--- src/rtl/guess_scorer_pkg.sv ---
// rtl/guess_scorer_pkg.sv - shared game constants and scorer FSM state type
package guess_scorer_pkg;
  localparam int GAME_COLOR_W     = 5;
  localparam int GAME_POS_W       = 5;
  localparam int max_pins_count   = 20;
  localparam int max_guesses      = 99;
  localparam int ram_hints_offset = max_pins_count * max_guesses;
  localparam int RAM_ADDR_W       = 12;

  typedef enum logic [2:0] {
    IDLE,
    GREEN,
    YELLOW,
    UPLOAD,
    HINTS,
    DONE
  } state_e;
endpackage

--- src/rtl/guess_scorer_pin_match_mask.sv ---
// rtl/guess_scorer_pin_match_mask.sv - first unmasked pin at or after start_idx whose color matches
module pin_match_mask
  import guess_scorer_pkg::*;
#(
  parameter int MAX_PINS = max_pins_count,
  parameter int COLOR_W  = GAME_COLOR_W,
  parameter int POS_W    = GAME_POS_W
) (
  input  logic [MAX_PINS*COLOR_W-1:0] colors,
  input  logic [MAX_PINS-1:0]         mask,
  input  logic [COLOR_W-1:0]          color,
  input  logic [POS_W-1:0]            start_idx,
  input  logic [POS_W-1:0]            count,
  output logic                        found,
  output logic [POS_W-1:0]            idx
);
  always_comb begin
    found = 1'b0;
    idx   = count;
    // Descending scan so the lowest qualifying index wins.
    for (int k = MAX_PINS - 1; k >= 0; k--) begin
      if (POS_W'(k) >= start_idx && POS_W'(k) < count && !mask[k] &&
          colors[k*COLOR_W +: COLOR_W] == color) begin
        found = 1'b1;
        idx   = POS_W'(k);
      end
    end
  end
endmodule

--- src/rtl/guess_scorer.sv ---
// rtl/guess_scorer.sv - scores a guess against the secret (green/yellow) and uploads pins and hints to RAM
module guess_scorer
  import guess_scorer_pkg::*;
#(
  parameter int MAX_PINS   = max_pins_count,
  parameter int COLOR_W    = GAME_COLOR_W,
  parameter int POS_W      = GAME_POS_W,
  parameter int HINTS_BASE = ram_hints_offset
) (
  input  logic                        clk,
  input  logic                        rst_n,
  input  logic                        start,
  input  logic [POS_W-1:0]            pins_count,
  input  logic [7:0]                  guessed_count,
  input  logic [MAX_PINS*COLOR_W-1:0] guess,
  input  logic [MAX_PINS*COLOR_W-1:0] secret,
  output logic                        busy,
  output logic                        done,
  output logic                        err,
  output logic [POS_W-1:0]            green,
  output logic [POS_W-1:0]            yellow,
  output logic                        ram_we,
  output logic [RAM_ADDR_W-1:0]       ram_addr,
  output logic [2*POS_W-1:0]          ram_wdata,
  input  logic                        ram_ready
);
  localparam int VEC_W = MAX_PINS * COLOR_W;
  localparam logic [POS_W-1:0] ONE = POS_W'(1);

  state_e               state_q, state_d;
  logic [POS_W-1:0]     n_q, n_d, i_q, i_d, j_q, j_d;
  logic [POS_W-1:0]     green_q, green_d, yellow_q, yellow_d;
  logic [7:0]           gc_q, gc_d;
  logic [VEC_W-1:0]     guess_q, guess_d, secret_q, secret_d;
  logic [MAX_PINS-1:0]  gmask_q, gmask_d, smask_q, smask_d;
  logic                 err_q, err_d;
  logic [COLOR_W-1:0]   guess_pin, secret_pin;
  logic                 match_found, adv_i;
  logic [POS_W-1:0]     match_idx, next_i;

  // Lowest unmasked guess index in [from, n); returns n when none remain.
  function automatic logic [POS_W-1:0] first_free(input logic [MAX_PINS-1:0] m,
                                                  input logic [POS_W-1:0] from,
                                                  input logic [POS_W-1:0] n);
    logic [POS_W-1:0] r;
    r = n;
    for (int k = MAX_PINS - 1; k >= 0; k--) begin
      if (POS_W'(k) >= from && POS_W'(k) < n && !m[k]) r = POS_W'(k);
    end
    return r;
  endfunction

  assign guess_pin  = guess_q[i_q*COLOR_W +: COLOR_W];
  assign secret_pin = secret_q[i_q*COLOR_W +: COLOR_W];

  pin_match_mask #(.MAX_PINS(MAX_PINS), .COLOR_W(COLOR_W), .POS_W(POS_W)) u_match (
    .colors    (secret_q),
    .mask      (smask_q),
    .color     (guess_pin),
    .start_idx (j_q),
    .count     (n_q),
    .found     (match_found),
    .idx       (match_idx)
  );

  always_comb begin
    state_d   = state_q;
    n_d       = n_q;
    i_d       = i_q;
    j_d       = j_q;
    green_d   = green_q;
    yellow_d  = yellow_q;
    gc_d      = gc_q;
    guess_d   = guess_q;
    secret_d  = secret_q;
    gmask_d   = gmask_q;
    smask_d   = smask_q;
    err_d     = 1'b0;
    adv_i     = 1'b0;
    next_i    = '0;
    ram_we    = 1'b0;
    ram_addr  = '0;
    ram_wdata = '0;
    case (state_q)
      IDLE: begin
        if (start) begin
          if (guessed_count >= 8'(max_guesses)) begin
            err_d = 1'b1;
          end else begin
            n_d      = (pins_count > POS_W'(MAX_PINS)) ? POS_W'(MAX_PINS) : pins_count;
            gc_d     = guessed_count;
            guess_d  = guess;
            secret_d = secret;
            green_d  = '0;
            yellow_d = '0;
            gmask_d  = '0;
            smask_d  = '0;
            i_d      = '0;
            j_d      = '0;
            state_d  = GREEN;
          end
        end
      end
      GREEN: begin
        if (n_q == '0) begin
          state_d = HINTS;
        end else begin
          if (guess_pin == secret_pin) begin
            green_d        = green_q + ONE;
            gmask_d[i_q]   = 1'b1;
            smask_d[i_q]   = 1'b1;
          end
          if (i_q == n_q - ONE) begin
            // Already-green guess pins are skipped here so YELLOW never spends a cycle on them.
            next_i = first_free(gmask_d, '0, n_q);
            j_d    = '0;
            if (next_i == n_q) begin
              state_d = UPLOAD;
              i_d     = '0;
            end else begin
              state_d = YELLOW;
              i_d     = next_i;
            end
          end else begin
            i_d = i_q + ONE;
          end
        end
      end
      YELLOW: begin
        if (match_found && match_idx == j_q) begin
          yellow_d     = yellow_q + ONE;
          smask_d[j_q] = 1'b1;
          adv_i        = 1'b1;
        end else if (j_q == n_q - ONE) begin
          adv_i = 1'b1;
        end else begin
          j_d = j_q + ONE;
        end
        if (adv_i) begin
          next_i = first_free(gmask_q, i_q + ONE, n_q);
          j_d    = '0;
          if (next_i == n_q) begin
            state_d = UPLOAD;
            i_d     = '0;
          end else begin
            i_d = next_i;
          end
        end
      end
      UPLOAD: begin
        ram_we    = 1'b1;
        ram_addr  = RAM_ADDR_W'(gc_q) * RAM_ADDR_W'(MAX_PINS) + RAM_ADDR_W'(i_q);
        ram_wdata = (2*POS_W)'(guess_pin);
        if (ram_ready) begin
          if (i_q == n_q - ONE) state_d = HINTS;
          else                  i_d     = i_q + ONE;
        end
      end
      HINTS: begin
        ram_we    = 1'b1;
        ram_addr  = RAM_ADDR_W'(HINTS_BASE) + RAM_ADDR_W'(gc_q);
        ram_wdata = {green_q, yellow_q};
        if (ram_ready) state_d = DONE;
      end
      DONE: state_d = IDLE;
      default: state_d = IDLE;
    endcase
  end

  always_ff @(posedge clk or negedge rst_n) begin
    if (!rst_n) begin
      state_q  <= IDLE;
      n_q      <= '0;
      i_q      <= '0;
      j_q      <= '0;
      green_q  <= '0;
      yellow_q <= '0;
      gc_q     <= '0;
      guess_q  <= '0;
      secret_q <= '0;
      gmask_q  <= '0;
      smask_q  <= '0;
      err_q    <= 1'b0;
    end else begin
      state_q  <= state_d;
      n_q      <= n_d;
      i_q      <= i_d;
      j_q      <= j_d;
      green_q  <= green_d;
      yellow_q <= yellow_d;
      gc_q     <= gc_d;
      guess_q  <= guess_d;
      secret_q <= secret_d;
      gmask_q  <= gmask_d;
      smask_q  <= smask_d;
      err_q    <= err_d;
    end
  end

  assign busy   = (state_q != IDLE);
  assign done   = (state_q == DONE);
  assign err    = err_q;
  assign green  = green_q;
  assign yellow = yellow_q;
endmodule

--- config.mk ---
export PLATFORM = sky130hd
export DESIGN_NAME = guess_scorer
export DESIGN_NICKNAME = d
export VERILOG_FILES = /design/src/rtl/guess_scorer_pkg.sv /design/src/rtl/guess_scorer_pin_match_mask.sv /design/src/rtl/guess_scorer.sv
export SDC_FILE = /design/constraint.sdc
export NUM_CORES = 1
export LEC_CHECK = 0
export ABC_AREA = 1
export BUFFER_PORTS_ARGS = -buffer_cell sky130_fd_sc_hd__buf_4
export CAP_MARGIN = 20
export CORE_MARGIN = 5
export CORE_UTILIZATION = 54
export CTS_BUF_LIST = sky130_fd_sc_hd__clkbuf_8
export DETAILED_ROUTE_END_ITERATION = 8
export PLACE_DENSITY = 0.88
export SYNTH_ARGS = -nofsm -noshare
export SYNTH_HDL_FRONTEND = slang
export SYNTH_SLANG_ARGS = --single-unit
--- constraint.sdc ---
create_clock -name clk -period 3.9 [get_ports clk]
set_clock_uncertainty 0.2 [all_clocks]
set_input_delay 0.195 -clock clk [delete_from_list [all_inputs] [get_ports clk]]
set_output_delay 0.195 -clock clk [all_outputs]
set_load 0.02 [all_outputs]
==> results_dict.tcl, run 1 <==
set metrics [dict create \
    postGrtWorstEndpoint "smask_q[15]$_DFFE_PN0P_/D" \
    clockBufferDepth 3 \
    cts-htree-levels 2 \
    status "did not finish" \
    io_pins 253 \
    synth-main-ff-cell "dfrtp_1" \
    failed_stage "global routing" \
    error_line "[ERROR GRT-0232] Routing congestion too high. Check the congestion heatmap in the GUI." \
    synth_edf_count 0 \
    synth_cells 2639 \
    antenna_found_initial 33 \
    synth_cell_type_count 56 \
    die_w_um 192 \
    initial_core_util 0.549 \
    port_buffers 252 \
    synth_area_um2 18000 \
    grt_overflow_total 47 \
    gp_congestion 1.02 \
    ys_warn_count 0 \
    syn-num-nets 2888 \
    cts_inserted_buffers 49 \
    grt_util_all_layers 0.745 \
    fp.dieH_um 192 \
    syn_avg_cell_area_um2 6.81 \
    synth_seq_cells 277 \
    cts_sinks 277 \
    yosysSeqAreaShare 0.386 \
    dp_hpwl_mm 50.3 \
    rows 66 \
    grt_max_degree 124 \
    root_buffer "clkbuf_8" \
    endpoint_type "register data pin" \
    async_flop_share 1.00 \
]
[metal layers]
metal	GRT overflow	track usage
met5	0	0.468
met4	23	0.714
met3	0	0.630
met2	22	0.874
met1	2	0.744
[stage by stage]
stage	cell area, um2	setup TNS, ns	setup WS [ns]	cells	hold slack, ns
2_1_floorplan	18000	0	0.204	2639	-0.301
3_3_place_gp	21900	-6.31	-0.363	3468	0.0107
3_5_place_dp	21900	-10.55	-0.371	3468	0.0158
4_1_cts	25400	-7.96	-0.310	3781	0.0956
[cell families after synthesis]
logic type	after synthesis	share of synthesized area
buffers and inverters	389	0.0940
AO/OA/AOI/OAI	476	0.146
XOR/XNOR	67	0.0331
adder cells (fa/ha/maj)	32	0.0231
AND/OR/NAND/NOR	1398	0.318
flip-flops	277	0.386
[cell usage after synthesis, drive strengths merged (8+ instances only)]
cell	count	area share
nand3	114	0.033
o21ai	265	0.074
buf	69	0.027
o22ai	21	0.0073
xnor2	8	0.0039
nand4	20	0.0070
a31oi	17	0.0063
nand2	940	0.20
nor3	37	0.012
dfrtp	277	0.39
clkbuf	55	0.011
o211ai	17	0.0071
inv	259	0.054
o31ai	11	0.0046
nor4	8	0.0028
a21oi	109	0.030
xor2	59	0.029
ha	30	0.021
nor2	265	0.060
[timing repair]
item,CTS
resized for setup,21
hold endpoints to repair,387
setup buffers,2
pin swaps,2
hold buffers,221
setup endpoints to repair,38
==> inputs of run 2 (changes only) <==
- CORE_UTILIZATION: 54 -> 39
- CTS_BUF_LIST: sky130_fd_sc_hd__clkbuf_8 -> default
- PLACE_DENSITY: 0.88 -> default
- PLACE_DENSITY_LB_ADDON: default -> 0.15
- clock period: 3.9 -> 5.07 ns (I/O delays scaled with it)
==> run 2 against run 1 <==
- the run now ends clean
- synthesized area stayed put
- synthesized cell count unchanged
==> results_dict.tcl, run 2 <==
set metrics [dict create \
    status "finished, final reports clean" \
    yosysSeqAreaShare 0.386 \
    switching_share 0.505 \
    synth_xor_xnor_area_share 0.0331 \
    synth_edf_count 0 \
    synth.largest_area_cell "dfrtp_1" \
    layout-drive-gt1-share 0.147 \
    worstPathRequired_ns 5.36 \
    cts_inserted_buffers 35 \
    synth_seq_cells 277 \
    power_density_nw_per_um2 663 \
    final_common_cell "nand2_1" \
    fp.dieH_um 225 \
    cts_tree "done" \
    synthMuxAreaShare 0 \
    start_kind "register" \
    grt_pass1_wl_mm 113 \
    most-common-layout-cells "930 x nand2_1, 337 x buf_4, 275 x dfrtp_1" \
    vdd_drop_max_uv 392 \
    clkLatencyLatePin_ns 0.56 \
    arrival_ns 5.10 \
    crit_start "i_q[0]" \
    criticalPathCategory "reg2reg" \
    ant_nets 0 \
    worst_pin_slew_ns 0.985 \
    grt_pass1_vias 19782 \
    multiInputGateArea_um2 9380 \
    slowest_stage "dfrtp_4" \
    drc_errors 0 \
    synth_top_area_share 0.386 \
    cp_cell_sequence "inv_4, buf_4, buf_4, ha_1, inv_1, nor3_1, buf_4, nand2_1, o21ai_0, nor3_1, or2_2, nor4_1, nor3b_2, o21ai_0, nor3_1, nand2_1, nand2_1, inv_2, nor2_1, nand2_1, nor2_1, nand2_1, nand2_1" \
    initial_core_util 0.395 \
    synth.most_common_cell "nand2_1" \
    cts-htree-levels 2 \
    synth_compound_area_frac 0.146 \
    critPathCapture "state_q[0]" \
    cts_sinks 277 \
    rrSetupSlack_ns 0.26 \
    regArea_um2 6940 \
    p_int_mw 7.95 \
    dp_hpwl_mm 52.7 \
    synth.area.top_cells "dfrtp_1 39%, nand2_1 19%, o21ai_0 6.2%, nor2_1 5.3%, inv_1 5.2%" \
    power_leakage_nw 12.3 \
    worst-path-stages 23 \
    nFillCells 4479 \
    synth_area_um2 18000 \
    root_buffer "clkbuf_16" \
    grt_max_degree 107 \
    synth_fa_ha_area_frac 0.0231 \
    finalMaxSlewViolations 0 \
    final_nets 3373 \
    reg_top3 "guess_q: 100 flops, secret_q: 100 flops" \
    drt-initial-drc-count 1543 \
    post-route-period-util 0.948 \
    crit_top_cell "nand2_1" \
    grt_util_all_layers 0.282 \
    path_clk_slew_ns 0.06 \
    rsz0062_at_grt "false" \
    core_um2 45500 \
    setup_viol 0 \
    maxCapViolations 0 \
    grt_overflow_total 0 \
    timing.hold.ws_ns 0.103 \
    gp_congestion 0.992 \
    ys_warn_count 0 \
    pwr-share-clk 0.159 \
    wl_mm 72.9 \
    synth_top_family_by_area "simple AND/OR/NAND/NOR gates" \
    vias_per_cell 5.23 \
    max-slew-margin-rel 0.338 \
    rows 78 \
    cp-end-kind "register" \
    syn_to_final_growth_pct 34.9 \
    clock.fmax_mhz 208 \
    die_w_um 225 \
    crit_family "simple AND/OR/NAND/NOR gates" \
    io_pins 253 \
    wl_per_cell_um 19.4 \
    regToRegEndpoint "state_q[0]" \
    yosys.area_share.simple 0.318 \
    synth_cells 2639 \
    async_flop_share 1.00 \
    seqPwrFrac 0.236 \
    finalHoldViolations 0 \
    synth-main-ff-cell "dfrtp_1" \
    switchingPower_mw 8.10 \
    clockBufferDepth 3 \
    syn-num-nets 2888 \
    antenna_found_initial 2 \
    synth_cell_type_count 56 \
    die_area_um2 50400 \
    hold_path_class "in2async" \
    syn_avg_cell_area_um2 6.81 \
    port_buffers 252 \
    vias 19612 \
    firstDrtPassIters 6 \
    worstPathMaxFanout 19 \
    combPwrFrac 0.605 \
    cpPeakStageDelay_ns 0.57 \
    period_minus_slack_ns 4.81 \
    r2r_start "i_q[0]" \
    reg2reg_depth 23 \
    synthTopCellsByCount "931 x nand2_1, 277 x dfrtp_1, 253 x nor2_1, 247 x inv_1, 222 x o21ai_0" \
    setup_tns_ns 0 \
    timing.critical_path.buf_inv 6 \
]
## run 2: cell counts after synthesis
Identical to the previous run, type by type.
## run 2: cell type report
cell class,instances,area share
antenna,2,0.000207
multi-input combinational,1974,0.387
timing repair buffer,571,0.207
inverter,265,0.0415
clock inverter,14,0.00775
clock buffer,45,0.0398
sequential,277,0.286
tap,600,0.0310
## run 2: routing by layer
| layer | up-vias | track usage | routed length (um) |
|---|---|---|---|
| met1 | 9389 | 0.368 | 30600 |
| met2 | 673 | 0.487 | 35700 |
| met4 | 0 | 0.0860 | 2360 |
| met3 | 127 | 0.0424 | 4300 |
| li1 | 9423 | - | - |
| met5 | - | 0 | 0 |
## run 2: cell families after synthesis
group / Yosys count
adders and majority gates: 32
xor gates and xnor gates: 67
and+or+nand+nor: 1398
buffers and inverters: 389
DFF: 277
AOI/OAI and AO/OA: 476
## run 2: timing repair
item | CTS | global route
setup endpoints to repair | 8 | 36
cloned | 0 | 1
endpoints found under the hold margin | 318 | 0
resized for setup | 3 | 7
pin swaps | 0 | 4
hold buffers | 220 | 0
setup buffers | 0 | 10
## run 2: per-stage QoR
step / cell area, um2 / worst slack (ns) / total power [mW] / util / std cells
detailed placement: 20700 / -0.242 / 13.1 / 0.456 / 3456
global placement: 20700 / -0.266 / 13.0 / 0.456 / 3456
CTS: 24100 / 0.132 / 15.8 / 0.530 / 3735
finish: 24200 / 0.263 / 16.1 / 0.533 / 3748
floorplan: 18000 / 1.37 / 9.93 / - / 2639
global route: 24200 / 0.0107 / 17.4 / 0.533 / 3746
## run 2: power by group through the flow
stage	clock network, mW	registers [mW]	logic, mW
after CTS	2.59	3.77	9.48
after global routing	2.70	3.89	10.8
after global placement	0	3.79	9.22
final	2.55	3.79	9.72
after detailed placement	0	3.80	9.27
after floorplan	0	3.61	6.32
## run 2: worst min-delay path by stage
stage                         end  start  cells after the start
after floorplan               err  rst_n                      0
after global placement    gc_q[6]  rst_n                      1
after detailed placement  gc_q[7]  rst_n                      1
after CTS                 gc_q[7]  rst_n                      2
after global routing      gc_q[7]  rst_n                      2
final                     gc_q[7]  rst_n                      2
No activity file was read; power rests on OpenSTA's default activity.
